<file path="config.mk">
export PLATFORM = sky130hd
export DESIGN_NAME = action_sequencer
export DESIGN_NICKNAME = d
export VERILOG_FILES = /design/src/rtl/action_sequencer.sv
export SDC_FILE = /design/constraint.sdc
export NUM_CORES = 1
export LEC_CHECK = 0
export CORE_MARGIN = 2
export CORE_UTILIZATION = 40
export DETAILED_ROUTE_END_ITERATION = 12
export PLACE_DENSITY = 0.64
export SLEW_MARGIN = 0
export SYNTH_ARGS = -nofsm -noshare
export SYNTH_HDL_FRONTEND = slang
export SYNTH_SLANG_ARGS = --single-unit
</file>
<file path="constraint.sdc">
create_clock -name clk -period 2.25 [get_ports clk]
set_input_delay 0.3375 -clock clk [delete_from_list [all_inputs] [get_ports clk]]
set_output_delay 0.3375 -clock clk [all_outputs]
set_load 0.02 [all_outputs]
</file>
<file path="src/rtl/action_sequencer.sv">
// action_sequencer: turns debounced player buttons and a gravity timer into one-cycle action codes for
// control_fsm. Define AUTO_REPEAT_EN to compile in held left/right auto-repeat.
module action_sequencer #(
    parameter int WIDTH           = 8,
    parameter int GRAVITY_DIV     = 20,
    parameter int SOFT_DIV        = 4,
    parameter int DEBOUNCE_CYCLES = 4
) (
    input  logic             clk,
    input  logic             rst_n,
    input  logic             btn_start,
    input  logic             btn_left,
    input  logic             btn_right,
    input  logic             btn_rotr,
    input  logic             btn_rotl,
    input  logic             btn_drop,
    input  logic             is_move,
    input  logic             is_lose,
    input  logic             is_wait,
    output logic [WIDTH-1:0] action,
    output logic             action_valid,
    output logic             game_over,
    output logic [2:0]       fsm_state
);
    localparam int GW      = $clog2(GRAVITY_DIV + 1);
    localparam int DW      = $clog2(DEBOUNCE_CYCLES + 1);
    localparam int NB      = 6;
    localparam int B_START = 0;
    localparam int B_LEFT  = 1;
    localparam int B_RIGHT = 2;
    localparam int B_ROTR  = 3;
    localparam int B_ROTL  = 4;
    localparam int B_DROP  = 5;

    localparam logic [WIDTH-1:0] NOP      = {WIDTH{1'b1}};
    localparam logic [WIDTH-1:0] ACT_LOAD = WIDTH'(3'd0);
    localparam logic [WIDTH-1:0] ACT_DOWN = WIDTH'(3'd1);
    localparam logic [WIDTH-1:0] ACT_LEFT = WIDTH'(3'd2);
    localparam logic [WIDTH-1:0] ACT_RGHT = WIDTH'(3'd3);
    localparam logic [WIDTH-1:0] ACT_ROTR = WIDTH'(3'd4);
    localparam logic [WIDTH-1:0] ACT_ROTL = WIDTH'(3'd5);

    typedef enum logic [2:0] {
        S_IDLE  = 3'd0,
        S_SPAWN = 3'd1,
        S_PLAY  = 3'd2,
        S_LOCK  = 3'd3,
        S_OVER  = 3'd4
    } state_t;

    state_t            state_r, state_next_s;
    logic [NB-1:0]     btn_raw_s, sync1_r, sync2_r, stable_s, accept_s;
    logic [4:0]        pend_r, pend_clr_s, rearm_s;
    logic [GW-1:0]     grav_cnt_r, grav_reload_s;
    logic              tick_s, grav_load_s, down_reject_s;
    logic [WIDTH-1:0]  action_r, act_next_s;
    logic              action_valid_r, valid_next_s, game_over_r;

    assign btn_raw_s = {btn_drop, btn_rotl, btn_rotr, btn_right, btn_left, btn_start};

    // Two-flop synchroniser for every asynchronous button.
    always_ff @(posedge clk or negedge rst_n) begin
        if (!rst_n) begin
            sync1_r <= {NB{1'b0}};
            sync2_r <= {NB{1'b0}};
        end else begin
            sync1_r <= btn_raw_s;
            sync2_r <= sync1_r;
        end
    end

    for (genvar g = 0; g < NB; g++) begin : g_db
        logic [DW-1:0] cnt_r;
        logic          stable_r;

        assign accept_s[g] = (sync2_r[g] != stable_r) && (cnt_r == DW'(DEBOUNCE_CYCLES - 1));
        assign stable_s[g] = stable_r;

        // Count consecutive cycles the synchronised level differs from the accepted one.
        always_ff @(posedge clk or negedge rst_n) begin
            if (!rst_n) begin
                cnt_r    <= {DW{1'b0}};
                stable_r <= 1'b0;
            end else if (accept_s[g]) begin
                cnt_r    <= {DW{1'b0}};
                stable_r <= sync2_r[g];
            end else if (sync2_r[g] != stable_r) begin
                cnt_r    <= cnt_r + DW'(1'b1);
            end else begin
                cnt_r    <= {DW{1'b0}};
            end
        end
    end

`ifdef AUTO_REPEAT_EN
    localparam int RW = $clog2(8 * SOFT_DIV + 1);

    for (genvar r = B_LEFT; r <= B_RIGHT; r++) begin : g_rep
        logic [RW-1:0] rep_cnt_r;
        logic          rep_first_done_r;
        logic          rep_fire_s;

        assign rep_fire_s = stable_s[r] &&
                            (rep_cnt_r == (rep_first_done_r ? RW'(2 * SOFT_DIV - 1) : RW'(8 * SOFT_DIV - 1)));
        assign rearm_s[r] = rep_fire_s;

        // Repeat timer: long initial delay, then short period, restarted on release or new piece.
        always_ff @(posedge clk or negedge rst_n) begin
            if (!rst_n) begin
                rep_cnt_r        <= {RW{1'b0}};
                rep_first_done_r <= 1'b0;
            end else if (!stable_s[r] || (state_r == S_SPAWN)) begin
                rep_cnt_r        <= {RW{1'b0}};
                rep_first_done_r <= 1'b0;
            end else if (rep_fire_s) begin
                rep_cnt_r        <= {RW{1'b0}};
                rep_first_done_r <= 1'b1;
            end else begin
                rep_cnt_r        <= rep_cnt_r + RW'(1'b1);
            end
        end
    end
    assign rearm_s[B_START] = 1'b0;
    assign rearm_s[B_ROTR]  = 1'b0;
    assign rearm_s[B_ROTL]  = 1'b0;
`else
    assign rearm_s = 5'b00000;
`endif

    // Pending request flags; a clear from the sequencer beats a press arriving the same cycle.
    always_ff @(posedge clk or negedge rst_n) begin
        if (!rst_n) begin
            pend_r <= 5'b00000;
        end else begin
            pend_r <= (pend_r | (accept_s[4:0] & ~stable_s[4:0]) | rearm_s) & ~pend_clr_s;
        end
    end

    assign grav_reload_s = stable_s[B_DROP] ? GW'(SOFT_DIV - 1) : GW'(GRAVITY_DIV - 1);
    assign tick_s        = (grav_cnt_r == {GW{1'b0}});

    // Gravity timer: loaded on spawn, runs only in PLAY, reloads instead of underflowing.
    always_ff @(posedge clk or negedge rst_n) begin
        if (!rst_n) begin
            grav_cnt_r <= {GW{1'b0}};
        end else if (grav_load_s) begin
            grav_cnt_r <= grav_reload_s;
        end else if (state_r == S_PLAY) begin
            grav_cnt_r <= tick_s ? grav_reload_s : (grav_cnt_r - GW'(1'b1));
        end else begin
            grav_cnt_r <= grav_cnt_r;
        end
    end

    // control_fsm answers in the cycle our registered action is visible.
    assign down_reject_s = action_valid_r && (action_r == ACT_DOWN) && !is_move;

    // Next-state, next-action and pending-clear decode.
    always_comb begin
        state_next_s = state_r;
        act_next_s   = NOP;
        valid_next_s = 1'b0;
        pend_clr_s   = 5'b00000;
        grav_load_s  = 1'b0;
        case (state_r)
            S_IDLE: begin
                pend_clr_s = 5'b11110;
                if (pend_r[B_START]) begin
                    pend_clr_s[B_START] = 1'b1;
                    state_next_s        = S_SPAWN;
                end else begin
                    state_next_s        = S_IDLE;
                end
            end
            S_SPAWN: begin
                pend_clr_s[B_START] = 1'b1;
                grav_load_s         = 1'b1;
                if (is_lose) begin
                    state_next_s = S_OVER;
                end else begin
                    act_next_s   = ACT_LOAD;
                    valid_next_s = 1'b1;
                    state_next_s = S_PLAY;
                end
            end
            S_PLAY: begin
                pend_clr_s[B_START] = 1'b1;
                if (is_lose) begin
                    state_next_s = S_OVER;
                end else if (down_reject_s) begin
                    pend_clr_s   = 5'b11111;
                    state_next_s = S_LOCK;
                end else if (tick_s) begin
                    act_next_s   = ACT_DOWN;
                    valid_next_s = 1'b1;
                end else if (pend_r[B_ROTR]) begin
                    act_next_s         = ACT_ROTR;
                    valid_next_s       = 1'b1;
                    pend_clr_s[B_ROTR] = 1'b1;
                end else if (pend_r[B_ROTL]) begin
                    act_next_s         = ACT_ROTL;
                    valid_next_s       = 1'b1;
                    pend_clr_s[B_ROTL] = 1'b1;
                end else if (pend_r[B_LEFT]) begin
                    act_next_s         = ACT_LEFT;
                    valid_next_s       = 1'b1;
                    pend_clr_s[B_LEFT] = 1'b1;
                end else if (pend_r[B_RIGHT]) begin
                    act_next_s          = ACT_RGHT;
                    valid_next_s        = 1'b1;
                    pend_clr_s[B_RIGHT] = 1'b1;
                end else begin
                    state_next_s = S_PLAY;
                end
            end
            S_LOCK: begin
                pend_clr_s[B_START] = 1'b1;
                if (is_lose) begin
                    state_next_s = S_OVER;
                end else if (!is_wait) begin
                    state_next_s = S_SPAWN;
                end else begin
                    state_next_s = S_LOCK;
                end
            end
            S_OVER: begin
                pend_clr_s = 5'b11110;
                if (pend_r[B_START]) begin
                    pend_clr_s[B_START] = 1'b1;
                    state_next_s        = S_IDLE;
                end else begin
                    state_next_s        = S_OVER;
                end
            end
            default: begin
                pend_clr_s   = 5'b11111;
                state_next_s = S_IDLE;
            end
        endcase
    end

    // State and registered outputs toward control_fsm.
    always_ff @(posedge clk or negedge rst_n) begin
        if (!rst_n) begin
            state_r        <= S_IDLE;
            action_r       <= NOP;
            action_valid_r <= 1'b0;
            game_over_r    <= 1'b0;
        end else begin
            state_r        <= state_next_s;
            action_r       <= act_next_s;
            action_valid_r <= valid_next_s;
            game_over_r    <= (state_next_s == S_OVER);
        end
    end

    assign action       = action_r;
    assign action_valid = action_valid_r;
    assign game_over    = game_over_r;
    assign fsm_state    = state_r;

endmodule

</file>
==> impl_metrics.prom, run 1 <==
# TYPE chip_impl_metric gauge
chip_impl_info{name="status",value="complete, no violations"} 1
chip_impl_metric{name="finalWeightedCongestion",unit=""} 0.774
chip_impl_info{name="critPathTopFamily",value="buffers and inverters"} 1
chip_impl_info{name="synth_top_family_by_area",value="simple AND/OR/NAND/NOR gates"} 1
chip_impl_metric{name="route.detailed.wl_per_inst",unit="µm"} 11.4
chip_impl_metric{name="grt_max_degree",unit=""} 21
chip_impl_metric{name="finish.cell_count_without_fillers",unit=""} 302
chip_impl_metric{name="htreeDepth",unit=""} 2
chip_impl_metric{name="final.setup.tns",unit="ns"} 0
chip_impl_metric{name="dp.final_hpwl",unit="µm"} 2540
chip_impl_metric{name="clockBufferDepth",unit=""} 2
chip_impl_info{name="rr_endpoint",value="pend_r[4]"} 1
chip_impl_metric{name="synth-xor-area-share",unit=""} 0.0339
chip_impl_metric{name="yosys-mux-area-fraction",unit=""} 0.0140
chip_impl_metric{name="floorplan.die_area",unit="µm²"} 6450
chip_impl_metric{name="antenna-diode-count",unit=""} 0
chip_impl_metric{name="drt_pre_antenna_iters",unit=""} 4
chip_impl_metric{name="final.setup_skew",unit="ns"} 0.00774
chip_impl_info{name="cp_cell_sequence",value="clkdlybuf4s50_1"} 1
chip_impl_metric{name="power.switching_fraction",unit=""} 0.300
chip_impl_metric{name="power.switching",unit="µW"} 800
chip_impl_metric{name="total_leakage_power",unit="µW"} 0.00126
chip_impl_metric{name="cts_post_setup_buffers_inserted",unit=""} 0
chip_impl_metric{name="totalWireLength",unit="µm"} 3450
chip_impl_metric{name="worstPathBufferInverterCount",unit=""} 1
chip_impl_metric{name="fin_hold_ws",unit="ns"} 0.349
chip_impl_metric{name="worst_ep_required_time",unit="ns"} 1.91
chip_impl_metric{name="cp.depth",unit=""} 1
chip_impl_metric{name="syn_area",unit="µm²"} 2330
chip_impl_metric{name="groute.usage.overall",unit=""} 0.124
chip_impl_metric{name="placedInstanceArea",unit="µm²"} 2640
chip_impl_metric{name="max_freq",unit="GHz"} 0.531
chip_impl_metric{name="yosys.cell_types.count",unit=""} 34
chip_impl_info{name="crit_path_end_kind",value="output pin"} 1
chip_impl_metric{name="boundaryPins",unit=""} 24
chip_impl_metric{name="arrival",unit="ns"} 1.54
chip_impl_metric{name="clkSlewWorstSetupHoldPaths",unit="ns"} 0.09
chip_impl_metric{name="core-area",unit="µm²"} 5570
chip_impl_metric{name="synth-compound-area-share",unit=""} 0.0860
chip_impl_metric{name="critical_path.max_fanout",unit=""} 12
chip_impl_info{name="crit_path_start_kind",value="register"} 1
chip_impl_metric{name="vias_per_cell",unit=""} 4.78
chip_impl_metric{name="drc",unit=""} 0
chip_impl_metric{name="synthesized_nets",unit=""} 227
chip_impl_metric{name="timing.final.max_slew_violations",unit=""} 0
chip_impl_metric{name="tritoncts_num_sinks",unit=""} 55
chip_impl_metric{name="register_share_of_total_power",unit=""} 0.522
chip_impl_info{name="timing.hold.worst.start",value="sync1_r[4]"} 1
chip_impl_metric{name="timing.reg2reg.setup_slack",unit="ns"} 0.46
chip_impl_metric{name="area_growth",unit="%"} 18.0
chip_impl_metric{name="post_synth_and_or_nand_nor_area_fraction",unit=""} 0.146
chip_impl_metric{name="postSynthAreaPerCell",unit="µm²"} 11.5
chip_impl_metric{name="period_needed",unit="ns"} 1.88
chip_impl_metric{name="drt_iter0_drc",unit=""} 47
chip_impl_metric{name="max_slew.worst_pin.slew",unit="ns"} 0.598
chip_impl_metric{name="placement_rows",unit=""} 27
chip_impl_metric{name="placement.io_buffers",unit=""} 23
chip_impl_metric{name="first_pass_grt_wire_length",unit="µm"} 6090
chip_impl_metric{name="die_y",unit="µm"} 80.3
chip_impl_metric{name="pwr-share-clk",unit=""} 0.235
chip_impl_metric{name="chipWidth",unit="µm"} 80.3
chip_impl_metric{name="layout-drive-gt1-share",unit=""} 0.109
chip_impl_metric{name="vias",unit=""} 1444
chip_impl_metric{name="detail-route-antenna-nets",unit=""} 0
chip_impl_metric{name="post-route-cell-area",unit="µm²"} 2750
chip_impl_metric{name="post-layout-total-power",unit="µW"} 2670
chip_impl_metric{name="comb_power_share",unit=""} 0.243
chip_impl_metric{name="maxSlewHeadroom",unit=""} 0.601
chip_impl_metric{name="place.detailed.instances",unit=""} 294
chip_impl_metric{name="power.ir.vdd_worst",unit="V"} 0.000518
chip_impl_info{name="rsz0062_at_grt",value="false"} 1
chip_impl_info{name="min_delay_worst_endpoint",value="sync2_r[4]"} 1
chip_impl_metric{name="cellInternalPower",unit="µW"} 1870
chip_impl_metric{name="post-route-period-util",unit=""} 0.836
chip_impl_metric{name="rr_worst_depth",unit=""} 5
chip_impl_metric{name="gate_count_post_synth",unit=""} 202
chip_impl_info{name="cts_root_buffer",value="sky130_fd_sc_hd__clkbuf_8"} 1
chip_impl_metric{name="synthesized_area_fraction_occupied_by_adder_cells",unit=""} 0.0752
chip_impl_info{name="path_class",value="register to output pin"} 1
chip_impl_metric{name="worstHoldPathCells",unit=""} 0
chip_impl_metric{name="grt_overflow",unit=""} 0
chip_impl_metric{name="final.fill_count",unit=""} 502
chip_impl_metric{name="antenna_found_initial",unit=""} 0
chip_impl_metric{name="final-setup-viol-count",unit=""} 0
chip_impl_metric{name="number_of_synthesized_register_bits",unit=""} 55
chip_impl_metric{name="max_stage_delay",unit="ns"} 0.67
chip_impl_metric{name="max-cap-violations",unit=""} 0
chip_impl_metric{name="synth-warning-count",unit=""} 0
chip_impl_metric{name="clk_latency",unit="ns"} 0.31
chip_impl_metric{name="final-hold-violation-count",unit=""} 0
chip_impl_info{name="cts_tree",value="done"} 1
chip_impl_metric{name="finalNetCount",unit=""} 255
chip_impl_info{name="critPathSlowestCell",value="sky130_fd_sc_hd__clkdlybuf4s50_1"} 1
chip_impl_metric{name="synth-seq-area-share",unit=""} 0.593
chip_impl_metric{name="initial_utilization",unit=""} 0.418
chip_impl_metric{name="grt_pass1_vias",unit=""} 1355
chip_impl_metric{name="number_of_buffers_created_by_cts",unit=""} 5
chip_impl_info{name="hold_class",value="register to register"} 1
chip_impl_metric{name="powerDensity",unit="nW/µm²"} 972
chip_impl_info{name="beginning_of_the_worst_register_to_register_path",value="grav_cnt_r[0]"} 1
[power by group through the flow]
stage / combinational [µW] / clock (µW) / sequential (µW)
6_report: 649 / 626 / 1390
5_1_grt: 765 / 684 / 1430
4_1_cts: 665 / 650 / 1400
3_5_place_dp: 661 / 0 / 1420
3_3_place_gp: 637 / 0 / 1410
2_1_floorplan: 481 / 0 / 1390
[area by class of cell]
| cell class | instances | area, µm² | share of cell area |
|---|---|---|---|
| sequential | 55 | 1380 | 0.503 |
| clock inverter | 1 | 30.0 | 0.0109 |
| clock buffer | 6 | 72.6 | 0.0264 |
| multi-input combinational | 119 | 826 | 0.301 |
| tap | 72 | 90.1 | 0.0328 |
| inverter | 20 | 75.1 | 0.0273 |
| timing repair buffer | 29 | 273 | 0.0993 |
[how the worst max path moves through the flow]
stage                       start      endpoint  slack [ns]
floorplan            fsm_state[0]     pend_r[4]        0.54
global placement          is_move     pend_r[1]        0.18
detailed placement        is_move     pend_r[2]        0.18
CTS                  fsm_state[2]  fsm_state[2]        0.35
global route        grav_cnt_r[0]     pend_r[2]        0.25
finish               fsm_state[2]  fsm_state[2]        0.37
[state kept, by name, summed over array words and instances (netlist names)]
register / cells
action_valid: 1
pend_r: 5
grav_cnt_r: 5
game_over: 1
g_db.cnt_r: 18
g_db.stable_r: 6
sync2_r: 6
fsm_state: 3
action: 4
sync1_r: 6
[Yosys cell counts]
cell type | instances | area share
sky130_fd_sc_hd__o221a_1 | 2 | 0.0097
sky130_fd_sc_hd__o221a_2 | 2 | 0.0097
sky130_fd_sc_hd__a22o_1 | 2 | 0.0075
sky130_fd_sc_hd__o21ai_0 | 11 | 0.024
sky130_fd_sc_hd__ha_1 | 14 | 0.075
sky130_fd_sc_hd__nor2b_1 | 1 | 0.0027
sky130_fd_sc_hd__o21a_1 | 1 | 0.0032
sky130_fd_sc_hd__mux2_2 | 2 | 0.0097
sky130_fd_sc_hd__xor2_1 | 8 | 0.030
sky130_fd_sc_hd__nor4b_1 | 2 | 0.0075
sky130_fd_sc_hd__or3b_2 | 1 | 0.0038
sky130_fd_sc_hd__nor4_1 | 1 | 0.0027
sky130_fd_sc_hd__clkbuf_1 | 3 | 0.0048
sky130_fd_sc_hd__a21oi_1 | 6 | 0.013
sky130_fd_sc_hd__mux2i_1 | 1 | 0.0043
sky130_fd_sc_hd__a31oi_1 | 3 | 0.0081
sky130_fd_sc_hd__xnor2_1 | 1 | 0.0038
sky130_fd_sc_hd__or4b_2 | 2 | 0.0086
sky130_fd_sc_hd__and3b_1 | 1 | 0.0038
sky130_fd_sc_hd__or3_1 | 1 | 0.0027
sky130_fd_sc_hd__a311oi_1 | 1 | 0.0038
sky130_fd_sc_hd__or4b_4 | 1 | 0.0059
sky130_fd_sc_hd__buf_4 | 4 | 0.013
sky130_fd_sc_hd__a211o_1 | 2 | 0.0075
sky130_fd_sc_hd__nand2_1 | 10 | 0.016
sky130_fd_sc_hd__nor3b_1 | 5 | 0.016
sky130_fd_sc_hd__nor3b_4 | 1 | 0.0081
sky130_fd_sc_hd__nor2_1 | 28 | 0.045
sky130_fd_sc_hd__nor3_1 | 3 | 0.0064
sky130_fd_sc_hd__inv_1 | 20 | 0.032
sky130_fd_sc_hd__nand2b_1 | 6 | 0.016
sky130_fd_sc_hd__dfrtp_1 | 51 | 0.55
sky130_fd_sc_hd__buf_2 | 1 | 0.0021
sky130_fd_sc_hd__dfstp_2 | 4 | 0.045
[cell usage in the layout, fill, tap and decap left out, types with 2 or more instances in the layout]
master	instances
sky130_fd_sc_hd__o221a_2	2
sky130_fd_sc_hd__a31oi_1	3
sky130_fd_sc_hd__nor3b_1	5
sky130_fd_sc_hd__or4b_2	2
sky130_fd_sc_hd__clkdlybuf4s50_1	22
sky130_fd_sc_hd__xor2_1	8
sky130_fd_sc_hd__nand2b_1	6
sky130_fd_sc_hd__dfstp_2	4
sky130_fd_sc_hd__ha_1	14
sky130_fd_sc_hd__a21oi_1	6
sky130_fd_sc_hd__nor4b_1	2
sky130_fd_sc_hd__clkbuf_8	5
sky130_fd_sc_hd__mux2_2	2
sky130_fd_sc_hd__a211o_1	2
sky130_fd_sc_hd__o21ai_0	11
sky130_fd_sc_hd__dfrtp_1	51
sky130_fd_sc_hd__inv_1	20
sky130_fd_sc_hd__o221a_1	2
sky130_fd_sc_hd__buf_4	5
sky130_fd_sc_hd__nand2_1	10
sky130_fd_sc_hd__a22o_1	2
sky130_fd_sc_hd__nor2_1	28
sky130_fd_sc_hd__nor3_1	3
[cells by family after synthesis]
| logic type | Yosys count |
|---|---|
| multiplexers | 3 |
| flip-flops | 55 |
| buffers and inverters | 28 |
| adder cells (fa/ha/maj) | 14 |
| XOR/XNOR | 9 |
| AND/OR/NAND/NOR | 63 |
| AO/OA/AOI/OAI | 30 |
[timing repair]
item,4_1_cts,5_1_grt
gates resized for setup,0,0
endpoints found under the setup margin,0,0
hold buffers,1,0
hold endpoints to repair,14,0
[metrics by stage]
step,setup WS (ns),util
3_3_place_gp,0.177,0.473
6_report,0.368,0.493
2_1_floorplan,0.540,-
4_1_cts,0.353,0.493
5_1_grt,0.249,0.493
3_5_place_dp,0.177,0.473
[routing by layer]
layer / part of all wire / wire length [µm] / GRT usage / vias up
met3: 0.044 / 152 / 0.0404 / 5
met2: 0.46 / 1580 / 0.187 / 23
met1: 0.48 / 1660 / 0.160 / 687
li1: - / - / - / 729
met4: 0.018 / 61 / 0.0610 / 0
met5: 0 / 0 / 0 / -
Power figures use the tool's default switching activity.
==> run 2: changes to the inputs <==
==> constraint.sdc (replaced) <==
create_clock -name clk -period 1.8 [get_ports clk]
set_input_delay 0.27 -clock clk [delete_from_list [all_inputs] [get_ports clk]]
set_output_delay 0.27 -clock clk [all_outputs]
set_load 0.02 [all_outputs]
==> impl_metrics.prom, run 2 (synthesis gave the netlist of run 1 again) <==
# TYPE chip_impl_metric gauge
chip_impl_metric{name="boundaryPins",unit=""} 24
chip_impl_metric{name="core-area",unit="µm²"} 5570
chip_impl_metric{name="placement_rows",unit=""} 27
chip_impl_metric{name="vias_per_cell",unit=""} 4.68
chip_impl_info{name="most-common-layout-cells",value="sky130_fd_sc_hd__dfrtp_1, sky130_fd_sc_hd__nor2_1, sky130_fd_sc_hd__inv_1, sky130_fd_sc_hd__clkdlybuf4s50_1, sky130_fd_sc_hd__ha_1"} 1
chip_impl_metric{name="finalNetCount",unit=""} 263
chip_impl_metric{name="final-setup-viol-count",unit=""} 0
chip_impl_metric{name="timing.reg2reg.setup_slack",unit="ns"} 0.10
chip_impl_info{name="beginning_of_the_worst_register_to_register_path",value="action[6]"} 1
chip_impl_metric{name="drt_iter0_drc",unit=""} 110
chip_impl_metric{name="area_growth",unit="%"} 21.3
chip_impl_metric{name="clockBufferDepth",unit=""} 2
chip_impl_info{name="rsz0062_at_grt",value="false"} 1
chip_impl_metric{name="chipWidth",unit="µm"} 80.3
chip_impl_info{name="layout.cells.most_common",value="sky130_fd_sc_hd__dfrtp_1"} 1
chip_impl_info{name="status",value="complete, no violations"} 1
chip_impl_metric{name="rr_worst_depth",unit=""} 5
chip_impl_metric{name="total_leakage_power",unit="µW"} 0.00133
chip_impl_metric{name="max_slew.worst_pin.slew",unit="ns"} 0.411
chip_impl_metric{name="die_y",unit="µm"} 80.3
chip_impl_metric{name="max-cap-violations",unit=""} 0
chip_impl_metric{name="groute.usage.overall",unit=""} 0.127
chip_impl_metric{name="initial_utilization",unit=""} 0.418
chip_impl_metric{name="worst_ep_required_time",unit="ns"} 1.53
chip_impl_info{name="critPathTopFamily",value="buffers and inverters"} 1
chip_impl_metric{name="first_pass_grt_wire_length",unit="µm"} 6250
chip_impl_metric{name="htreeDepth",unit=""} 2
chip_impl_metric{name="maxSlewHeadroom",unit=""} 0.725
chip_impl_metric{name="detail-route-antenna-nets",unit=""} 0
chip_impl_metric{name="antenna_found_initial",unit=""} 0
chip_impl_metric{name="arrival",unit="ns"} 1.48
chip_impl_info{name="crit_path_start_kind",value="register"} 1
chip_impl_metric{name="period_needed",unit="ns"} 1.75
chip_impl_metric{name="max_stage_delay",unit="ns"} 0.61
chip_impl_metric{name="tritoncts_num_sinks",unit=""} 55
chip_impl_info{name="rr_endpoint",value="pend_r[1]"} 1
chip_impl_metric{name="max_freq",unit="GHz"} 0.572
chip_impl_metric{name="grt_max_degree",unit=""} 30
chip_impl_metric{name="worstPathBufferInverterCount",unit=""} 1
chip_impl_metric{name="finalWeightedCongestion",unit=""} 0.734
chip_impl_metric{name="totalWireLength",unit="µm"} 3570
chip_impl_info{name="path_class",value="register to output pin"} 1
chip_impl_metric{name="clkSlewWorstSetupHoldPaths",unit="ns"} 0.10
chip_impl_info{name="crit_path_end_kind",value="output pin"} 1
chip_impl_metric{name="grt_overflow",unit=""} 0
chip_impl_metric{name="final-hold-violation-count",unit=""} 0
chip_impl_metric{name="post-route-period-util",unit=""} 0.971
chip_impl_metric{name="placement.io_buffers",unit=""} 23
chip_impl_metric{name="floorplan.die_area",unit="µm²"} 6450
chip_impl_metric{name="share_of_the_core_filled_with_cells",unit=""} 0.507
chip_impl_metric{name="vias",unit=""} 1455
chip_impl_metric{name="grt_pass1_vias",unit=""} 1389
chip_impl_metric{name="final.setup_skew",unit="ns"} 0.00818
chip_impl_metric{name="number_of_buffers_created_by_cts",unit=""} 5
chip_impl_metric{name="critical_path.max_fanout",unit=""} 6
chip_impl_metric{name="post-route-cell-area",unit="µm²"} 2820
chip_impl_metric{name="clk_latency",unit="ns"} 0.30
chip_impl_metric{name="route.detailed.wl_per_inst",unit="µm"} 11.5
chip_impl_metric{name="drt_pre_antenna_iters",unit=""} 4
chip_impl_info{name="cts_root_buffer",value="sky130_fd_sc_hd__clkbuf_8"} 1
chip_impl_info{name="hold_class",value="input port to async pin"} 1
chip_impl_metric{name="power.ir.vdd_worst",unit="V"} 0.000606
chip_impl_metric{name="layout-drive-gt1-share",unit=""} 0.163
chip_impl_metric{name="placedInstanceArea",unit="µm²"} 2680
chip_impl_info{name="cp_cell_sequence",value="clkdlybuf4s50_1"} 1
chip_impl_metric{name="powerDensity",unit="nW/µm²"} 1170
chip_impl_metric{name="dp.final_hpwl",unit="µm"} 2560
chip_impl_info{name="critPathSlowestCell",value="sky130_fd_sc_hd__clkdlybuf4s50_1"} 1
chip_impl_metric{name="flip_flop_count_of_the_largest_register_after_layout",unit=""} 18
chip_impl_info{name="register_with_the_most_flip_flops",value="g_db.cnt_r"} 1
chip_impl_metric{name="antenna-diode-count",unit=""} 0
chip_impl_info{name="cts_tree",value="done"} 1
chip_impl_metric{name="drc",unit=""} 0
chip_impl_metric{name="timing.final.max_slew_violations",unit=""} 0
chip_impl_metric{name="final.fill_count",unit=""} 501
## run 2: changes by cell type in the layout (fill, tap and decap cells not counted), moves of 2 or more
| cell | previous run | this run |
|---|---|---|
| sky130_fd_sc_hd__dfrtp_1 | 51 | 49 |
| sky130_fd_sc_hd__buf_4 | 5 | 13 |
| sky130_fd_sc_hd__dfrtp_2 | 0 | 2 |
| sky130_fd_sc_hd__dlymetal6s2s_1 | 0 | 2 |
| sky130_fd_sc_hd__clkdlybuf4s50_1 | 22 | 20 |
## run 2: through the flow
step / std cells / worst slack, ns / setup TNS (ns) / hold slack [ns] / total power [µW]
6_report: 311 / 0.0527 / 0 / 0.311 / 3300
5_1_grt: 311 / 0.00302 / 0 / 0.322 / 3600
4_1_cts: 309 / 0.00512 / 0 / 0.293 / 3340
3_5_place_dp: 300 / -0.182 / -1.01 / 0.0956 / 2630
3_3_place_gp: 300 / -0.161 / -0.875 / 0.0926 / 2590
2_1_floorplan: 202 / 0.0896 / 0 / -0.0256 / 2340
## run 2: report_power, final
| group | switching, µW | internal (µW) | total [µW] |
|---|---|---|---|
| Clock | 383 | 315 | 698 |
| Sequential | 212 | 1530 | 1750 |
| Combinational | 430 | 429 | 859 |
| Total | 1030 | 2280 | 3300 |
## run 2: cell type report
type | count | area, µm² | share of cell area
clock buffers | 6 | 82.6 | 0.0292
flip-flops and latches | 55 | 1380 | 0.490
inverters | 20 | 75.1 | 0.0266
repair buffers | 37 | 338 | 0.120
well taps | 72 | 90.1 | 0.0319
clock inverters | 2 | 13.8 | 0.00487
multi-input cells | 119 | 841 | 0.298
## run 2: what timing repair did
item / CTS / global route
resized for setup: 1 / 6
setup endpoints to repair: 1 / 10
buffers inserted: 0 / 2
hold buffers: 1 / 0
hold endpoints to repair: 4 / 0
## run 2: worst max path at each step
stage                 to  cells after the start           from
2_1_floorplan  pend_r[4]                      3   fsm_state[0]
3_3_place_gp   pend_r[1]                      6        is_move
3_5_place_dp   pend_r[2]                      6        is_move
4_1_cts        pend_r[4]                      5  grav_cnt_r[1]
5_1_grt        action[4]                      1      action[6]
6_report       action[3]                      1      action[6]
## run 2: per-layer routing
layer  vias up  global-route usage  part of all wire
met5         -                   0                 0
met4         0              0.0407             0.012
met3         4              0.0416             0.046
met2        29               0.196              0.48
met1       682               0.171              0.46
li1        740                   -                 -
